<file path="src/rtl/hazard_ctrl_fsm.sv">
// Pipeline hazard controller: detects load-use, interrupt, return and taken-branch events in IDLE
// and plays out fixed-length stall/flush sequences on registered outputs.
module hazard_ctrl_fsm #(
    parameter int unsigned ADDR_W  = 3,
    parameter int unsigned NUM_SRC = 2,
    parameter int unsigned LU_CYC  = 1,
    parameter int unsigned INT_CYC = 2,
    parameter int unsigned RET_CYC = 3
) (
    input  logic                      clk,
    input  logic                      rst_n,
    input  logic                      ex_mem_read,
    input  logic [ADDR_W-1:0]         ex_write_add,
    input  logic [NUM_SRC*ADDR_W-1:0] id_src,
    input  logic [NUM_SRC-1:0]        id_src_valid,
    input  logic                      int_req,
    input  logic                      branch_taken,
    input  logic                      ret,
    output logic                      stall_pc,
    output logic                      stall_fd,
    output logic                      flush_fd,
    output logic                      flush_de,
    output logic                      flush_em,
    output logic                      int_ack,
    output logic                      busy
);

    localparam int unsigned MAX_LI  = (LU_CYC > INT_CYC) ? LU_CYC : INT_CYC;
    localparam int unsigned MAX_CYC = (MAX_LI > RET_CYC) ? MAX_LI : RET_CYC;
    localparam int unsigned CNT_W   = $clog2(MAX_CYC + 1);

    localparam logic [2:0] IDLE = 3'd0;
    localparam logic [2:0] LU   = 3'd1;
    localparam logic [2:0] INT  = 3'd2;
    localparam logic [2:0] RET  = 3'd3;
    localparam logic [2:0] BR   = 3'd4;

    logic [2:0]       state_q, state_d;
    logic [CNT_W-1:0] cnt_q, cnt_d;
    logic             lu_hit;
    logic             stall_pc_d, stall_fd_d, flush_fd_d, flush_de_d, flush_em_d;
    logic             int_ack_d, busy_d;

    // An unknown compare evaluates false in the if, so X/Z never produces a hit.
    always_comb begin
        lu_hit = 1'b0;
        for (int unsigned i = 0; i < NUM_SRC; i++) begin
            if (ex_mem_read && id_src_valid[i] &&
                (id_src[i*ADDR_W +: ADDR_W] == ex_write_add)) begin
                lu_hit = 1'b1;
            end
        end
    end

    always_comb begin
        state_d = state_q;
        cnt_d   = cnt_q;
        case (state_q)
            IDLE: begin
                if (lu_hit) begin
                    state_d = LU;
                    cnt_d   = CNT_W'(LU_CYC - 1);
                end else if (int_req) begin
                    state_d = INT;
                    cnt_d   = CNT_W'(INT_CYC - 1);
                end else if (ret) begin
                    state_d = RET;
                    cnt_d   = CNT_W'(RET_CYC - 1);
                end else if (branch_taken) begin
                    state_d = BR;
                    cnt_d   = '0;
                end
            end
            LU, INT, RET, BR: begin
                if (cnt_q == '0) begin
                    state_d = IDLE;
                end else begin
                    cnt_d = cnt_q - CNT_W'(1);
                end
            end
            default: begin
                state_d = IDLE;
                cnt_d   = '0;
            end
        endcase
    end

    // Outputs are decoded from the next state so they land in flops alongside it.
    always_comb begin
        stall_pc_d = 1'b0;
        stall_fd_d = 1'b0;
        flush_fd_d = 1'b0;
        flush_de_d = 1'b0;
        flush_em_d = 1'b0;
        int_ack_d  = 1'b0;
        busy_d     = (state_d != IDLE);
        case (state_d)
            LU: begin
                stall_pc_d = 1'b1;
                stall_fd_d = 1'b1;
                flush_de_d = 1'b1;
            end
            INT: begin
                stall_pc_d = 1'b1;
                flush_fd_d = 1'b1;
                int_ack_d  = (cnt_d == '0);
            end
            RET: begin
                flush_fd_d = 1'b1;
                flush_de_d = 1'b1;
                flush_em_d = 1'b1;
            end
            BR: begin
                flush_fd_d = 1'b1;
                flush_de_d = 1'b1;
            end
            default: begin
            end
        endcase
    end

    always_ff @(posedge clk or negedge rst_n) begin
        if (!rst_n) begin
            state_q  <= IDLE;
            cnt_q    <= '0;
            stall_pc <= 1'b0;
            stall_fd <= 1'b0;
            flush_fd <= 1'b0;
            flush_de <= 1'b0;
            flush_em <= 1'b0;
            int_ack  <= 1'b0;
            busy     <= 1'b0;
        end else begin
            state_q  <= state_d;
            cnt_q    <= cnt_d;
            stall_pc <= stall_pc_d;
            stall_fd <= stall_fd_d;
            flush_fd <= flush_fd_d;
            flush_de <= flush_de_d;
            flush_em <= flush_em_d;
            int_ack  <= int_ack_d;
            busy     <= busy_d;
        end
    end

endmodule

</file>
<file path="config.mk">
export PLATFORM = sky130hd
export DESIGN_NAME = hazard_ctrl_fsm
export DESIGN_NICKNAME = d
export VERILOG_FILES = /design/src/rtl/hazard_ctrl_fsm.sv
export SDC_FILE = /design/constraint.sdc
export NUM_CORES = 1
export LEC_CHECK = 0
export ABC_AREA = 1
export CORE_MARGIN = 3
export CORE_UTILIZATION = 50
export CTS_BUF_LIST = sky130_fd_sc_hd__clkbuf_2 sky130_fd_sc_hd__clkbuf_4 sky130_fd_sc_hd__clkbuf_8
export CTS_CLUSTER_DIAMETER = 120
export DETAILED_ROUTE_END_ITERATION = 16
export DONT_BUFFER_PORTS = 1
export PLACE_DENSITY = 0.73
export SLEW_MARGIN = 25
export SYNTH_ARGS = -nofsm -noshare
export SYNTH_HDL_FRONTEND = slang
export SYNTH_SLANG_ARGS = --single-unit
</file>
<file path="constraint.sdc">
create_clock -name clk -period 1.7 [get_ports clk]
set_clock_uncertainty 0.15 [all_clocks]
set_input_delay 0.255 -clock clk [delete_from_list [all_inputs] [get_ports clk]]
set_output_delay 0.255 -clock clk [all_outputs]
set_load 0.1 [all_outputs]
</file>
==> flow_metrics.env, run 1 <==
export IMPL_run_status="complete, no violations"
export IMPL_critPathKind="reg2reg"
export IMPL_ctsResizeCount=0
export IMPL_crit_cells=9
export IMPL_maxCapViolCount=0
export IMPL_timing_hold_violations_final=0
export IMPL_core_um2=1350
export IMPL_cts_hold_buf=1
export IMPL_syn_area_um2=738
export IMPL_min_delay_path_class="in2reg"
export IMPL_portBuffers=0
export IMPL_clock_tree_htree_level_count=1
export IMPL_final_max_slew_violation_count=0
export IMPL_finalWorstPathRequiredPeriod_ps=1410
export IMPL_area_growth_synth_to_final_pct=15.9
export IMPL_vdd_ir_drop_max_mv=0.973
export IMPL_r2r_worst_path_cells=9
export IMPL_drc_errors=0
export IMPL_ios=24
export IMPL_iter_0_drt_violations=11
export IMPL_antenna_found_initial=0
export IMPL_numCtsBuffers=3
export IMPL_grt_overflow_total=0
export IMPL_numClockSinks=12
export IMPL_placement_rows=13
export IMPL_clock_transition_time_at_the_flip_flop_clock_pins_of_the_worst_setup_and_hold_paths_ps=80
export IMPL_die_outline_width_um=44.4
export IMPL_crit_chain="nor2_4 -> nand2_4 -> inv_2 -> nand3_2 -> nand2_2 -> inv_2 -> nand2_4 -> nand2_2 -> nand2_1"
export IMPL_yosys_cell_types_count=18
export IMPL_groute_usage_overall_pct=16.3
export IMPL_crit_slowest_cell="dfrtp_1"
export IMPL_timing_slew_headroom_pct=64.2
export IMPL_cts_path_max_buffers=2
export IMPL_ys_seq_area_share_pct=40.7
export IMPL_largest_net_degree_at_the_start_of_global_routing=13
export IMPL_antenna_cells_inserted=0
export IMPL_cpPeakStageDelay_ps=430
export IMPL_timing_critical_path_arrival_ps=1480
export IMPL_post_route_period_util_pct=83.2
export IMPL_actual_transition_at_the_worst_max_transition_pin_ps=535
export IMPL_critical_path_n_buffers_inverters=2
export IMPL_hold_depth=3
export IMPL_worst_path_dominant_cell_family="simple AND/OR/NAND/NOR gates"
export IMPL_nets=130
export IMPL_cellPowerDensity_nw_per_um2=2190
export IMPL_kind_of_start_point_of_the_critical_path="register"
export IMPL_root_buffer="clkbuf_4"
export IMPL_post_dp_hpwl_um=1160
export IMPL_power_leakage_nw=0.495
export IMPL_vias_per_cell=4.91
export IMPL_drt_pre_antenna_iters=4
export IMPL_endpoint_kind="register"
export IMPL_maxClockFrequency_mhz=707
export IMPL_post_drt_wl_per_cell_um=10.8
export IMPL_worstPathMaxFanout=4
export IMPL_routabilityCongestion=0.776
export IMPL_clk_latency_ps=270
export IMPL_vias=624
export IMPL_fin_setup_tns_ps=0
export IMPL_ys_ff_latch=12
export IMPL_dieArea_um2=1970
export IMPL_floorplan_initialDensity_pct=54.7
export IMPL_ys_warn_count=0
export IMPL_sum_of_internal_switching_and_leakage_power_mw=1.87
export IMPL_report_final_setup_viol=0
export IMPL_grt_pass1_wl_um=2340
export IMPL_average_size_of_a_mapped_cell_um2=7.38
export IMPL_mostFrequentLayoutCells="nand2_1, inv_1, dfrtp_1"
export IMPL_post_cts_repair_setup_buffers=0
export IMPL_critPathRequiredTime_ps=1770
export IMPL_detail_route_wirelength_um=1370
export IMPL_die_h_um=44.4
export IMPL_final_common_cell="nand2_1"
export IMPL_drive_above_1_share_pct=33.0
export IMPL_synthesis_instances=100
export IMPL_synth_fp_nets=117
export IMPL_tritoncts="built"
export IMPL_drt_antenna_violating_nets=0
export IMPL_unrepaired_setup_endpoints_after_global_routing="false"
export IMPL_first_global_vias=585
## metal layers
layer	wire length (µm)	vias to the layer above	track usage, %	part of all wire, %
li1	-	324	-	-
met1	556	281	18.7	41
met2	714	19	28.2	52
met3	101	0	6.50	7.4
met4	0	0	3.61	0
met5	0	-	0	0
## worst register-to-register path, cell delays in order, from the launching register on
cell and delay [ps]:
dfrtp_1 430, nor2_4 190, nand2_4 80, inv_2 100
nand3_2 80, nand2_2 90, inv_2 50, nand2_4 80
nand2_2 70, nand2_1 50
## metrics by stage
step / setup slack [ps] / instances / cell area [µm²] / hold slack (ps) / utilization [%]
floorplan: 398 / 100 / 738 / -191 / -
global placement: 300 / 122 / 810 / -190 / 60.0
detailed placement: 293 / 122 / 810 / -190 / 60.0
CTS: 288 / 127 / 856 / 40.7 / 63.4
global route: 186 / 127 / 856 / 74.1 / 63.4
finish: 286 / 127 / 856 / 45.7 / 63.4
## logic make-up after synthesis
group | after synthesis | synth area share (%)
flip-flops | 12 | 40.7
AND/OR/NAND/NOR | 62 | 43.6
XOR/XNOR | 1 | 1.19
buffers and inverters | 20 | 10.2
AO/OA/AOI/OAI | 5 | 4.41
## area by class of cell
class                      count  area, µm²
clock buffer                   4       36.3
fill                         122        494
inverter                      20       75.1
multi-input combinational     68        363
sequential                    12        300
tap                           15       18.8
timing repair buffer           8       62.6
## flip-flops by register name, summed over array words and instances (netlist names)
register,cells
flush_fd,1
cnt_q,2
int_ack,1
flush_de,1
flush_em,1
stall_pc,1
busy,1
stall_fd,1
state_q,3
## report_power, final
part	switching (mW)	total, mW	internal, mW
clock	0.0918	0.222	0.130
sequential	0.0663	0.470	0.404
combinational	0.900	1.18	0.278
## Yosys cell counts, drive strengths merged
master   n  area, µm²
nand3    9       55.1
nand3b   1       7.51
nand2   38        188
nor3     1       5.00
nor2    11       53.8
xor2     1       8.76
dfrtp   12        300
a21oi    5       32.5
nand4    1       6.26
or2      1       6.26
inv     20       75.1
## path summary, 6_finish.rpt
kind / endpoint / startpoint / slack, ps
max in group asynchronous: state_q[1] / rst_n / 790
min in group asynchronous: cnt_q[1] / rst_n / 240
hold / removal: state_q[2] / int_req / 50
setup / recovery: stall_pc / state_q[1] / 290
hold reg to reg: state_q[2] / state_q[2] / 400
setup reg to reg: stall_pc / state_q[1] / 290
Power figures use the tool's default switching activity.
==> run 2: changes to the inputs <==
==> constraint.sdc (replaced) <==
create_clock -name clk -period 1.4 [get_ports clk]
set_clock_uncertainty 0.15 [all_clocks]
set_input_delay 0.21 -clock clk [delete_from_list [all_inputs] [get_ports clk]]
set_output_delay 0.21 -clock clk [all_outputs]
set_load 0.1 [all_outputs]
==> run 2 against run 1 <==
Hold slack worse by 15 ps. Highest routed layer is now met4. Global-route usage down 1.1 points. Largest power group unchanged. Non-clock buffer count up 4. Sequential share of layout area down 0.75 points. Critical path depth down 1. Largest cell class unchanged. Cell count up 2.4%. First-iteration DRC count down 27%. Total power up 22%. Flip-flop and latch count unchanged. Worst setup slack worse by 260 ps.
==> flow_metrics.env, run 2 (same netlist as run 1, synthesis figures left out) <==
export IMPL_run_status="complete, no violations"
export IMPL_clk_latency_ps=260
export IMPL_maxClockFrequency_mhz=727
export IMPL_floorplan_initialDensity_pct=54.7
export IMPL_worst_hold_startpoint="int_req"
export IMPL_iter_0_drt_violations=8
export IMPL_detail_route_wirelength_um=1420
export IMPL_drc_errors=0
export IMPL_vdd_ir_drop_max_mv=1.17
export IMPL_portBuffers=0
export IMPL_antenna_found_initial=0
export IMPL_vias=667
export IMPL_grt_overflow_total=0
export IMPL_tritoncts="built"
export IMPL_r2r_worst_path_cells=8
export IMPL_drt_antenna_violating_nets=0
export IMPL_numClockSinks=12
export IMPL_hold_depth=3
export IMPL_finalWorstPathRequiredPeriod_ps=1380
export IMPL_rr_startpoint="state_q[0]"
export IMPL_power_leakage_nw=0.509
export IMPL_report_final_setup_viol=0
export IMPL_core_um2=1350
export IMPL_min_to="state_q[2]"
export IMPL_min_delay_path_class="in2reg"
export IMPL_final_max_slew_violation_count=0
export IMPL_area_growth_synth_to_final_pct=18.5
export IMPL_holdWs_ps=31.1
export IMPL_fin_util_pct=64.8
export IMPL_critPathKind="reg2reg"
export IMPL_post_dp_hpwl_um=1180
export IMPL_die_h_um=44.4
export IMPL_endpoint_kind="register"
export IMPL_antenna_cells_inserted=0
export IMPL_kind_of_start_point_of_the_critical_path="register"
export IMPL_cts_path_max_buffers=2
export IMPL_reg2reg_to="stall_fd"
export IMPL_placed_cells=124
export IMPL_worstPathMaxFanout=5
export IMPL_drive_above_1_share_pct=35.7
export IMPL_final_common_cell="nand2_1"
export IMPL_root_buffer="clkbuf_4"
export IMPL_placement_rows=13
export IMPL_ios=24
export IMPL_critPathRequiredTime_ps=1400
export IMPL_actual_transition_at_the_worst_max_transition_pin_ps=519
export IMPL_vias_per_cell=5.13
export IMPL_post_route_period_util_pct=98.3
export IMPL_largest_reg_flops=3
export IMPL_clock_transition_time_at_the_flip_flop_clock_pins_of_the_worst_setup_and_hold_paths_ps=60
export IMPL_mostFrequentLayoutCells="nand2_1, inv_1, dfrtp_1"
export IMPL_nets=134
export IMPL_timing_slew_headroom_pct=65.3
export IMPL_cellPowerDensity_nw_per_um2=2620
export IMPL_first_global_vias=576
export IMPL_sum_of_internal_switching_and_leakage_power_mw=2.29
export IMPL_dieArea_um2=1970
export IMPL_post_drt_wl_per_cell_um=10.9
export IMPL_routabilityCongestion=0.736
export IMPL_maxCapViolCount=0
export IMPL_regMostFlops="state_q"
export IMPL_die_outline_width_um=44.4
export IMPL_timing_critical_path_arrival_ps=1380
export IMPL_largest_net_degree_at_the_start_of_global_routing=13
export IMPL_largest_registers="state_q x3, cnt_q x2"
export IMPL_unrepaired_setup_endpoints_after_global_routing="true"
export IMPL_drt_pre_antenna_iters=4
export IMPL_numCtsBuffers=3
export IMPL_reg2reg_setup_slack_ps=20
export IMPL_grt_pass1_wl_um=2150
export IMPL_final_cell_count_no_fill=130
export IMPL_timing_hold_violations_final=0
export IMPL_groute_usage_overall_pct=15.2
export IMPL_clock_tree_htree_level_count=1
## run 2: how the worst max path moves through the flow
stage / start / end / slack [ps] / cells past startpoint
6_report: state_q[0] / stall_fd / 20 / 8
2_1_floorplan: state_q[1] / int_ack / 100 / 7
3_3_place_gp: state_q[1] / stall_pc / 50 / 8
4_1_cts: state_q[1] / stall_fd / 10 / 8
5_1_grt: state_q[0] / int_ack / -50 / 8
3_5_place_dp: state_q[1] / stall_fd / 20 / 8
## run 2: worst max-delay path, stage by stage, from the launching register on
cell     delay, ps
dfrtp_1        410
nor2_4         170
nand2_4         80
a21oi_2        110
nand3_2         90
nand2_4        100
inv_2           50
nand2_2         60
inv_1           50
## run 2: what timing repair did
item / in CTS / in global routing
gates resized for setup: 0 / 1
endpoints found under the hold margin: 12 / 0
setup endpoints to repair: 0 / 7
buffers inserted: 0 / 2
hold buffers: 1 / 0
## run 2: through the flow
stage | TNS, ps | cell area [µm²] | setup slack [ps]
floorplan | 0 | 738 | 98.3
global placement | 0 | 825 | 45.7
detailed placement | 0 | 825 | 20.4
CTS | 0 | 857 | 11.0
global route | -164 | 875 | -51.7
finish | 0 | 875 | 24.4
## run 2: cell type report
cell class / instances / area, µm²
timing repair buffer: 12 / 92.6
multi-input combinational: 68 / 365
sequential: 12 / 300
clock buffer: 3 / 22.5
tap: 15 / 18.8
fill: 112 / 475
inverter: 20 / 75.1
## run 2: routing by layer
metal  routed length (µm)  vias up  part of all wire (%)  track usage, %
met4                   31        0                   2.2            4.22
met1                  504      307                    35            14.9
met5                    0        -                     0               0
met3                   93        4                   6.5            6.50
met2                  790       23                    56            28.5
li1                     -      333                     -               -
## run 2: power breakdown
group	total, mW	leakage, nW	switching (mW)	internal [mW]
Clock	0.194	0.0138	0.0945	0.0991
Combinational	1.53	0.342	1.12	0.413
Sequential	0.563	0.154	0.0721	0.491
